**src/rtl/pipe_skid_reg.sv**
```systemverilog
// Valid/ready pipeline register for N channels of M bits, backed by a two-entry skid buffer.
// in_ready and out_valid decode the state register only, so out_ready has no combinational path to in_ready.
module pipe_skid_reg #(
    parameter int M = 32,
    parameter int N = 2
) (
    input  logic           CLK,
    input  logic           RST_N,
    input  logic           flush,
    input  logic           in_valid,
    output logic           in_ready,
    input  logic [N*M-1:0] d,
    output logic           out_valid,
    input  logic           out_ready,
    output logic [N*M-1:0] q,
    output logic [1:0]     level
);

    typedef enum logic [1:0] {
        EMPTY = 2'd0,
        ONE   = 2'd1,
        FULL  = 2'd2
    } state_t;

    state_t         state_q, state_d;
    logic [N*M-1:0] main_q, main_d;
    logic [N*M-1:0] skid_q, skid_d;
    logic           accept, take;

    assign out_valid = (state_q == ONE) || (state_q == FULL);
    assign in_ready  = (state_q != FULL);
    assign level     = state_q;
    assign q         = main_q;

    assign accept = in_valid & in_ready;
    assign take   = out_valid & out_ready;

    always_comb begin
        state_d = state_q;
        main_d  = main_q;
        skid_d  = skid_q;
        if (flush) begin
            // Data registers keep their contents; only the occupancy is discarded.
            state_d = EMPTY;
        end else begin
            case (state_q)
                EMPTY: begin
                    if (accept) begin
                        main_d  = d;
                        state_d = ONE;
                    end
                end
                ONE: begin
                    if (accept && take) begin
                        main_d = d;
                    end else if (accept) begin
                        skid_d  = d;
                        state_d = FULL;
                    end else if (take) begin
                        state_d = EMPTY;
                    end
                end
                FULL: begin
                    if (take) begin
                        main_d  = skid_q;
                        state_d = ONE;
                    end
                end
                default: state_d = EMPTY;
            endcase
        end
    end

    always_ff @(posedge CLK) begin
        if (!RST_N) begin
            state_q <= EMPTY;
            main_q  <= '0;
            skid_q  <= '0;
        end else begin
            state_q <= state_d;
            main_q  <= main_d;
            skid_q  <= skid_d;
        end
    end

endmodule

```
**config.mk**
```make
export PLATFORM = sky130hd
export DESIGN_NAME = pipe_skid_reg
export DESIGN_NICKNAME = d
export VERILOG_FILES = /design/src/rtl/pipe_skid_reg.sv
export SDC_FILE = /design/constraint.sdc
export NUM_CORES = 1
export LEC_CHECK = 0
export CAP_MARGIN = 20
export CORE_AREA = 2 2 110 112
export DETAILED_ROUTE_END_ITERATION = 16
export DIE_AREA = 0 0 112 114
export HOLD_SLACK_MARGIN = 0.1
export PLACE_DENSITY_LB_ADDON = 0.12
export SYNTH_ARGS = -nofsm -noshare
export SYNTH_HDL_FRONTEND = slang
export SYNTH_SLANG_ARGS = --single-unit
```
**constraint.sdc**
```tcl
create_clock -name CLK -period 5.8 [get_ports CLK]
set_input_delay 0.58 -clock CLK [delete_from_list [all_inputs] [get_ports CLK]]
set_output_delay 0.58 -clock CLK [all_outputs]
set_load 0.05 [all_outputs]
```
==> metrics.txt <==
status=finished clean; most frequent cells in the layout=135 x clkdlybuf4s50_1, 130 x dfxtp_1, 128 x nand2_1; Worst Path Required=6.14 ns; CTS buffer count=17; Rows=40; fin crit share=55.1%; Tightest Pin Transition=0.742 ns; Pins Over Slew Limit=0; Post-Syn Area=5710 um2; Final Hold Violating Endpoints=0; most common cell after layout, fill and taps aside=clkdlybuf4s50_1; Root Buffer=clkbuf_16; Leak=3.16 nW; CP endpoint kind=register; P&R area growth vs syn=32.8%; CP max stage cell=and2_2; crit path time final=3.20 ns; pwr dens=314 nW/um2; core area=11700 um2; max-cap viol count=0; total power=2.38 mW; arrival time at the worst endpoint=3.54 ns; Synth async-reset ratio=0%; Port Buffer Count=136; Slew headroom=50.5%; Setup violations, final=0; DR vias/cell=5.58; Inserted Diodes=0; warnings from Yosys=0; DIE HEIGHT=114 um; grt ovf=0; Netlist cell types=28; Cells after Synth=600; final core occ=64.7%; setup bufs post-CTS=0; fillcell total=1005; Slowest Stage Delay on Critical Path=0.71 ns; number of synthesized flops with an enable pin=0; H-tree Lvls=4; initial antenna violation count=0; hold_buf cts=0; # DRC=0; vias in the first global route=4653; clock latency on the worst-skew pair=0.40 ns; sequential fraction of the synthesis area=45.6%; DR WL/cell=16.6 um; Post-Syn Nets=673; placed cells=833; Top FF cell, synth=dfxtp_1; Initial DRC Count=361; nets=779; clk buf depth=2; router iterations before antenna repair=5; routability cong.=0.867; hold crit path type=reg -> reg; Crit Path Max Fanout=65; Post-Route WL=14400 um; setup tns final=0 ns; post-route insts no fill=864; clk slew on worst S/H paths=0.05 ns; placed cell area=7030 um2; achievable frequency=313 MHz; initial core utilization=48.7%; via count=4818; global-route wire length before repair=23000 um; Sink Count=130; CTS-repair resized insts=0; Avg Cell Area, Syn=9.51 um2; Clock Skews=0.0106 ns; Setup CP Type=reg -> reg; Max IR drop VDD=0.000220 V; IO Pins=137; GRT Total Usage=22.4%; share of layout cells above drive strength 1=5.86%; flops & latches, synth=130; HPWL Detailed=8610 um; CTS tree=done; crit path cell chain=inv_1 > ha_1 > nand2b_1 > a2111oi_4 > buf_4 > and2_2 > buf_12 > o211a_1; Design Area, Final=7580 um2; largest net degree at the start of global routing=130; RSZ-0062 raised after global routing=false; ANT nets after route=0; crit path launch type=register; DIE AREA=12800 um2; Die Width=112 um
==> where the power goes <==
group | switching, mW | internal [mW]
clock | 0.356 | 0.602
combinational | 0.271 | 0.175
sequential | 0.0310 | 0.944
total | 0.658 | 1.72
==> per-layer routing <==
metal / track usage (%) / up-vias / wire [um]
li1: - / 2311 / -
met1: 28.0 / 2363 / 6380
met2: 38.0 / 127 / 7060
met3: 4.94 / 17 / 680
met4: 8.70 / 0 / 233
met5: 0 / - / 0
==> synth_stat cells, drive strengths merged, types with 2 or more instances <==
cell type / instances / area [um2]
nand2: 128 / 480
nor3: 2 / 10.0
nor2: 4 / 15.0
ha: 4 / 50.1
mux2: 2 / 22.5
inv: 4 / 15.0
a21boi: 64 / 480
nand3: 64 / 320
nand2b: 3 / 18.8
nor2b: 2 / 12.5
mux2i: 64 / 641
dfxtp: 130 / 2600
clkbuf: 16 / 60.1
o211a: 64 / 641
buf: 40 / 251
==> cell families (layout without fill, tap and decap cells) <==
kind of cell / after synthesis / count (layout) / share of synthesized area [%]
and+or+nand+nor: 206 / 206 / 15.4
DFF: 130 / 130 / 45.6
buffers and inverters: 60 / 177 / 5.72
AOI/OAI and AO/OA: 134 / 134 / 20.7
muxes: 66 / 66 / 11.6
adders and majority gates: 4 / 4 / 0.877
==> worst max-delay path: cells and delay by family (launching register included) <==
family	cells	cell delay, ns
AND/OR/NAND/NOR	2	0.90
adder cells (fa/ha/maj)	1	0.24
flip-flops	1	0.42
buffers and inverters	3	1.03
AO/OA/AOI/OAI	2	0.51
==> through the flow <==
stage / setup slack [ns] / hold WS, ns
6_report: 2.60 / 0.454
5_1_grt: 2.43 / 0.472
4_1_cts: 2.62 / 0.456
3_5_place_dp: 2.24 / 0.446
3_3_place_gp: 2.05 / 0.440
2_1_floorplan: 3.17 / 0.435
==> worst paths after layout <==
path | startpoint | end | slack [ns] | cells past startpoint
max | level[1] | q[56] | 2.60 | 8
max reg2reg | level[1] | q[56] | 2.60 | 8
min | skid_q[12] | skid_q[12] | 0.45 | 2
min reg2reg | skid_q[12] | skid_q[12] | 0.45 | 2
==> flip-flops by register name (all words and copies together), names as in the netlist <==
name    flops
level       2
q          64
skid_q     64
==> area by class of cell <==
cell class	instances	area, um2	area share [%]
clock buffers	23	468	6.17
flip-flops and latches	130	2600	34.3
inverters	4	15.0	0.198
clock inverters	7	60.1	0.792
repair buffers	143	1440	19.0
well taps	147	184	2.43
multi-input cells	410	2810	37.0
No activity file was read; power rests on OpenSTA's default activity.
